===== src/rtl/alu_mdu.sv =====
// alu_mdu: execute-stage integer ALU with iterative RISC-V M-extension multiply/divide.
// Accepts one op at a time. The result is registered and held until the consumer takes it.
module alu_mdu #(
    parameter int XLEN = 32,
    parameter int SHW  = $clog2(XLEN)
) (
    input  logic            clk,
    input  logic            rst_n,
    input  logic            in_valid,
    output logic            in_ready,
    input  logic [4:0]      in_op,
    input  logic [XLEN-1:0] in_a,
    input  logic [XLEN-1:0] in_b,
    input  logic            kill,
    output logic            out_valid,
    input  logic            out_ready,
    output logic [XLEN-1:0] out_result,
    output logic            out_zero,
    output logic            out_overflow
);
    localparam int CW = $clog2(XLEN);
    localparam logic [XLEN-1:0] MIN_VAL   = {1'b1, {(XLEN-1){1'b0}}};
    localparam logic [CW-1:0]   LAST_ITER = CW'(XLEN - 1);

    typedef enum logic [1:0] {IDLE, BUSY, FINISH, DONE} state_e;

    state_e            state_q;
    logic [CW-1:0]     cnt_q;
    logic [4:0]        op_q;
    logic [XLEN-1:0]   a_q;
    logic [XLEN-1:0]   b_q;
    logic [XLEN-1:0]   addend_q;
    logic [2*XLEN-1:0] prod_q;
    logic              neg_q;
    logic              out_valid_q;
    logic [XLEN-1:0]   out_result_q;
    logic              out_zero_q;
    logic              out_overflow_q;

    logic              accept;
    logic              sign_a;
    logic              sign_b;
    logic              a_neg;
    logic              b_neg;
    logic [XLEN-1:0]   mag_a;
    logic [XLEN-1:0]   mag_b;
    logic              div_zero;
    logic              div_ovf;
    logic              special;
    logic              neg_d;
    logic [2*XLEN-1:0] prod_d;
    logic [XLEN-1:0]   addend_d;

    // Accept-time decode: magnitudes, result sign, and divide special cases resolved up front.
    always_comb begin
        sign_a = 1'b0;
        sign_b = 1'b0;
        case (in_op[2:0])
            3'b000, 3'b001, 3'b100, 3'b110: begin
                sign_a = 1'b1;
                sign_b = 1'b1;
            end
            3'b010:  sign_a = 1'b1;
            default: ;
        endcase
        a_neg    = sign_a & in_a[XLEN-1];
        b_neg    = sign_b & in_b[XLEN-1];
        mag_a    = a_neg ? -in_a : in_a;
        mag_b    = b_neg ? -in_b : in_b;
        div_zero = in_op[2] && (in_b == '0);
        div_ovf  = in_op[2] && !in_op[0] && (in_a == MIN_VAL) && (in_b == '1);
        special  = in_op[4] && (div_zero || div_ovf);
        // REM/REMU take the dividend's sign; every other op takes sA^sB
        if (special)
            neg_d = 1'b0;
        else if (in_op[2] && in_op[1])
            neg_d = a_neg;
        else
            neg_d = a_neg ^ b_neg;
        if (div_zero)
            prod_d = {in_a, {XLEN{1'b1}}};
        else if (div_ovf)
            prod_d = {{XLEN{1'b0}}, MIN_VAL};
        else if (in_op[2])
            prod_d = {{XLEN{1'b0}}, mag_a};
        else
            prod_d = {{XLEN{1'b0}}, mag_b};
        addend_d = in_op[2] ? mag_b : mag_a;
        accept   = in_valid && (state_q == IDLE) && !kill;
    end

    logic              is_sub;
    logic [XLEN-1:0]   b_eff;
    logic              carry;
    logic [XLEN-1:0]   sum;
    logic              add_ovf;
    logic [XLEN-1:0]   alu_res;

    // Base ALU on the captured operands; subtraction and compares share the A + ~B + 1 adder.
    always_comb begin
        is_sub       = (op_q[3:2] == 2'b10) || ((op_q[3:2] == 2'b00) && op_q[1]);
        b_eff        = is_sub ? ~b_q : b_q;
        {carry, sum} = {1'b0, a_q} + {1'b0, b_eff} + (XLEN+1)'(is_sub);
        add_ovf      = (a_q[XLEN-1] == b_eff[XLEN-1]) && (sum[XLEN-1] != a_q[XLEN-1]);
        alu_res      = a_q;
        case (op_q[3:0])
            4'b0000, 4'b0001, 4'b0010, 4'b0011: alu_res = sum;
            4'b0100: alu_res = a_q & b_q;
            4'b0101: alu_res = a_q | b_q;
            4'b0110: alu_res = a_q ^ b_q;
            4'b0111: alu_res = ~(a_q | b_q);
            4'b1000, 4'b1010: alu_res = {{(XLEN-1){1'b0}}, ~carry};
            4'b1001, 4'b1011: alu_res = {{(XLEN-1){1'b0}}, add_ovf ^ sum[XLEN-1]};
            4'b1100: alu_res = a_q << b_q[SHW-1:0];
            4'b1101: alu_res = a_q >> b_q[SHW-1:0];
            4'b1110: alu_res = $signed(a_q) >>> b_q[SHW-1:0];
            default: alu_res = a_q;
        endcase
    end

    logic [XLEN:0]     mul_sum;
    logic [XLEN:0]     div_shift;
    logic              div_ge;
    logic [XLEN-1:0]   div_diff;
    logic [2*XLEN-1:0] prod_step;

    // One iteration: shift-add for multiply, restoring step for divide (quotient fills the low half).
    always_comb begin
        mul_sum   = {1'b0, prod_q[2*XLEN-1:XLEN]} + (prod_q[0] ? {1'b0, addend_q} : '0);
        div_shift = prod_q[2*XLEN-1:XLEN-1];
        div_ge    = div_shift >= {1'b0, addend_q};
        div_diff  = div_shift[XLEN-1:0] - addend_q;
        if (op_q[2])
            prod_step = div_ge ? {div_diff, prod_q[XLEN-2:0], 1'b1}
                               : {div_shift[XLEN-1:0], prod_q[XLEN-2:0], 1'b0};
        else
            prod_step = {mul_sum, prod_q[XLEN-1:1]};
    end

    logic [2*XLEN-1:0] mul_full;
    logic [XLEN-1:0]   div_sel;
    logic [XLEN-1:0]   m_res;
    logic [XLEN-1:0]   fin_res;
    logic              fin_ovf;

    always_comb begin
        mul_full = neg_q ? -prod_q : prod_q;
        div_sel  = op_q[1] ? prod_q[2*XLEN-1:XLEN] : prod_q[XLEN-1:0];
        if (op_q[2])
            m_res = neg_q ? -div_sel : div_sel;
        else if (op_q[1:0] == 2'b00)
            m_res = mul_full[XLEN-1:0];
        else
            m_res = mul_full[2*XLEN-1:XLEN];
        fin_res = op_q[4] ? m_res : alu_res;
        fin_ovf = !op_q[4] && (op_q[3:2] == 2'b00) && op_q[0] && add_ovf;
    end

    // Control FSM with registered result; kill in any non-idle state drops the op without a result.
    always_ff @(posedge clk or negedge rst_n) begin
        if (!rst_n) begin
            state_q        <= IDLE;
            cnt_q          <= '0;
            op_q           <= '0;
            a_q            <= '0;
            b_q            <= '0;
            addend_q       <= '0;
            prod_q         <= '0;
            neg_q          <= 1'b0;
            out_valid_q    <= 1'b0;
            out_result_q   <= '0;
            out_zero_q     <= 1'b0;
            out_overflow_q <= 1'b0;
        end else begin
            case (state_q)
                IDLE: begin
                    if (accept) begin
                        op_q     <= in_op;
                        a_q      <= in_a;
                        b_q      <= in_b;
                        addend_q <= addend_d;
                        prod_q   <= prod_d;
                        neg_q    <= neg_d;
                        cnt_q    <= '0;
                        state_q  <= (!in_op[4] || special) ? FINISH : BUSY;
                    end
                end
                BUSY: begin
                    if (kill) begin
                        cnt_q   <= '0;
                        state_q <= IDLE;
                    end else begin
                        prod_q <= prod_step;
                        if (cnt_q == LAST_ITER) begin
                            cnt_q   <= '0;
                            state_q <= FINISH;
                        end else begin
                            cnt_q <= cnt_q + 1'b1;
                        end
                    end
                end
                FINISH: begin
                    if (kill) begin
                        state_q <= IDLE;
                    end else begin
                        out_result_q   <= fin_res;
                        out_zero_q     <= (fin_res == '0);
                        out_overflow_q <= fin_ovf;
                        out_valid_q    <= 1'b1;
                        state_q        <= DONE;
                    end
                end
                default: begin
                    if (kill || out_ready) begin
                        out_valid_q <= 1'b0;
                        state_q     <= IDLE;
                    end
                end
            endcase
        end
    end

    assign in_ready     = (state_q == IDLE);
    assign out_valid    = out_valid_q;
    assign out_result   = out_result_q;
    assign out_zero     = out_zero_q;
    assign out_overflow = out_overflow_q;

endmodule


===== config.mk =====
export PLATFORM = sky130hd
export DESIGN_NAME = alu_mdu
export DESIGN_NICKNAME = d
export VERILOG_FILES = /design/src/rtl/alu_mdu.sv
export SDC_FILE = /design/constraint.sdc
export NUM_CORES = 1
export LEC_CHECK = 0
export CORE_MARGIN = 8
export CORE_UTILIZATION = 30
export DETAILED_ROUTE_END_ITERATION = 12
export MAX_ROUTING_LAYER = met4
export PLACE_DENSITY = 0.48
export SETUP_SLACK_MARGIN = 0.4
export SLEW_MARGIN = 40
export SYNTH_ARGS = -nofsm -noshare
export SYNTH_HDL_FRONTEND = slang
export SYNTH_SLANG_ARGS = --single-unit

===== constraint.sdc =====
create_clock -name clk -period 6.9 [get_ports clk]
set_clock_uncertainty 0.15 [all_clocks]
set_input_delay 0.69 -clock clk [delete_from_list [all_inputs] [get_ports clk]]
set_output_delay 0.69 -clock clk [all_outputs]
set_load 0.005 [all_outputs]

==> results.md <==
* Commonest non-fill, non-tap cells in the layout: 409 x nand2_1, 312 x nor2_1, 276 x o21ai_0
* Unique masters post-synth at 96
* Slowest-stage cell, CP: nor3b_1
* Gp weighted congestion at 1.11
* Via Count at 31020
* Initial antenna violation count at 5
* I/O pins at 110
* Pin count of the biggest net entering global routing at around 120
* Worst-path cell chain: buf_4 -> nand2b_1 -> nor2_1 -> a31oi_1 -> o211ai_1 -> nor3b_1 -> o21ai_0 -> a2111oi_2 -> nand3b_1 -> nor4_1 -> nand4_1 -> o31ai_2
* Critical Path AT at between 5 and 6 ns
* Top delay family on crit path: simple AND/OR/NAND/NOR gates
* First-pass DRT Iterations at 8
* Finished Cell Area at 0.0316 sq mm
* Yosys warning count at 0
* Tcrit/Tclk final at between 70% and 80%
* Syn_area_per_cell at about 7.6 sq um
* Worst r2r path cells at 12
* Startpoint types: register
* Ys flop type: dfrtp_1
* CTS tree: done
* Simple-gate share of the synthesized area at between 20% and 30%
* Hold Fails Final Rpt at 0
* CP Data Required Time at 7.23 ns
* Final setup fails at 0
* Mux cell area share after synthesis at about 13%
* RR Endpoint: out_zero
* Adder-cell area share of the yosys netlist at ~7.9%
* Post-Synthesis Cells at 3721
* Crit-path max cell delay at roughly 0.77 ns
* Fin Hold WS at around 0.32 ns
* Post-synthesis compound-gate area fraction at between 20% and 30%
* Nets@finish at 3922
* Sequential area share after synthesis at between 10% and 20%
* Share of cells above drive strength 1 at between 10% and 20%
* Crit Path Max Fanout at a little over 40
* First-pass GRT wire length at ~210000 um
* Critical R2R Launch: op_q[1]
* Die Span Y at between 300 and 400 um
* Kind of critical path: reg -> reg
* Routed WL per cell at between 30 and 40 um
* R2R setup slack at between 1.5 and 2 ns
* Largest family of logic cells by synthesized area: compound AO/OA/AOI/OAI gates
* Synthesized Nets at about 4000
* FFs w/ async S/R, synth at 100%
* RSZ-0062 raised after global routing: false
* Status: finished, final reports clean
* Slew headroom at 32.6%
* Vias per inst at 6.27
* Clock Tree Root: clkbuf_16
* Die W at roughly 320 um
* FP Rows at about 110
* Worst-Skew Late Latency at ~0.64 ns
* Detailed Place HPWL at ~120000 um
* Mapped Area at approximately 0.028 sq mm
* Max Cap Viol at 0
* Tmin final at ~5.4 ns
* Number of global-route vias before repair at about 29000
* # DRC at 0
* Post-synthesis xor/xnor area fraction at 6.60%
* Clock Tree Buf Depth at 3
* Routed Wire Length at ~150000 um
* Buffers on Ports at about 110
* Measured slew at the worst slew-check pin at between 1 and 1.5 ns
* Hold Crit Depth at 2
* Area grow syn2layout at 12.4%
* Worst Hold Path EP: out_result[0]
* Hold WC Path Type: reg -> reg
* Setup TNS Final at 0 ns
* Commonest non-fill, non-tap cell in the layout: nand2_1
* Fmax achieved at ~190 MHz
* Hold wc startpoint: out_result[0]
* Worst Path Buf+Inv at 1
* Share of the core filled with cells at between 30 and 40%
* Clock sinks at roughly 210
* Placed Area at roughly 0.031 sq mm
* Starting Density at 30.2%
* Core ar. at 0.0932 sq mm
* Die area at approximately 0.10 sq mm
* Max H-tree Level at 1
* Worst Setup End Kind: register
* Post-synth EDFFs at 0
* DRT antenna net count at 0
* GR Overflow Total at 0
* Total track usage at roughly 29%
* Clock-pin slew on the worst setup and hold paths at about 0.06 ns
* Fin. max-slew vios at 0
* DR iter-0 viols at ~4400
* Num CTS Buffers at 28
* Yosys reg bits at roughly 210
## area by class of cell
cell class	instances	area (sq um)
fill	9989	61600
timing repair buffer	228	2050
sequential	208	5220
tap	1254	1570
clock inverter	19	253
inverter	156	586
antenna	2	5.00
multi-input combinational	3051	21200
clock buffer	33	749
## flip-flops by register name (all words and copies together), names as in the netlist
| name | cells |
|---|---|
| a_q | 32 |
| addend_q | 32 |
| b_q | 32 |
| cnt_q | 5 |
| neg_q | 1 |
| op_q | 5 |
| out_overflow | 1 |
| out_result | 32 |
| out_valid | 1 |
| out_zero | 1 |
| prod_q | 64 |
| state_q | 2 |
## worst register-to-register path: stages, from the launching register on
cell	delay [ns]
dfrtp_4	0.61
buf_4	0.60
nand2b_1	0.57
nor2_1	0.18
a31oi_1	0.47
o211ai_1	0.15
nor3b_1	0.77
o21ai_0	0.36
a2111oi_2	0.57
nand3b_1	0.13
nor4_1	0.26
nand4_1	0.17
o31ai_2	0.21
## metrics by stage
stage	setup WS (ns)	cells
floorplan	1.21	3721
global placement	1.36	4891
detailed placement	1.38	4893
CTS	1.72	4946
global route	1.45	4950
finish	1.55	4951
## cell usage after synthesis (51+ instances only)
cell	number	area, sq um
o21ai_0	276	1380
clkbuf_1	228	856
a31oi_1	79	494
xor2_1	57	499
a21oi_1	266	1330
a21o_1	53	398
nor3_1	88	440
ha_1	172	2150
mux4_2	53	1190
nand3_1	77	385
xnor2_1	155	1360
mux2i_1	101	1010
o31ai_1	51	383
nor2_1	316	1190
inv_1	152	571
nand2_1	410	1540
o211ai_1	63	473
dfrtp_1	208	5200
mux2_2	120	1350
## worst max path at each step
stage                            end  startpoint  cells past startpoint
after floorplan             out_zero     op_q[1]                     19
final                       out_zero     op_q[1]                     12
after CTS                   out_zero     op_q[1]                     15
after global placement    prod_q[20]     in_a[6]                     12
after global routing        out_zero     op_q[1]                     15
after detailed placement  prod_q[23]     in_a[6]                     12
## what timing repair did
action	in CTS	in global routing
endpoints found under the hold margin	69	0
setup buffers	0	0
hold buffers	1	0
resized for setup	0	0
## routing by layer
layer  routed length (um)  GRT usage, %
met1                65100          39.1
met3                16300          6.19
met4                 6290          9.61
met2                63400          41.4
met5                    0             -
## cell families after synthesis
| family | after synthesis |
|---|---|
| AO/OA/AOI/OAI | 1144 |
| flip-flops | 208 |
| buffers and inverters | 462 |
| adder cells (fa/ha/maj) | 175 |
| AND/OR/NAND/NOR | 1245 |
| XOR/XNOR | 212 |
| multiplexers | 275 |
Power is not shown: default switching activity piles up to over one toggle a cycle in this logic, so the estimate is an artifact.
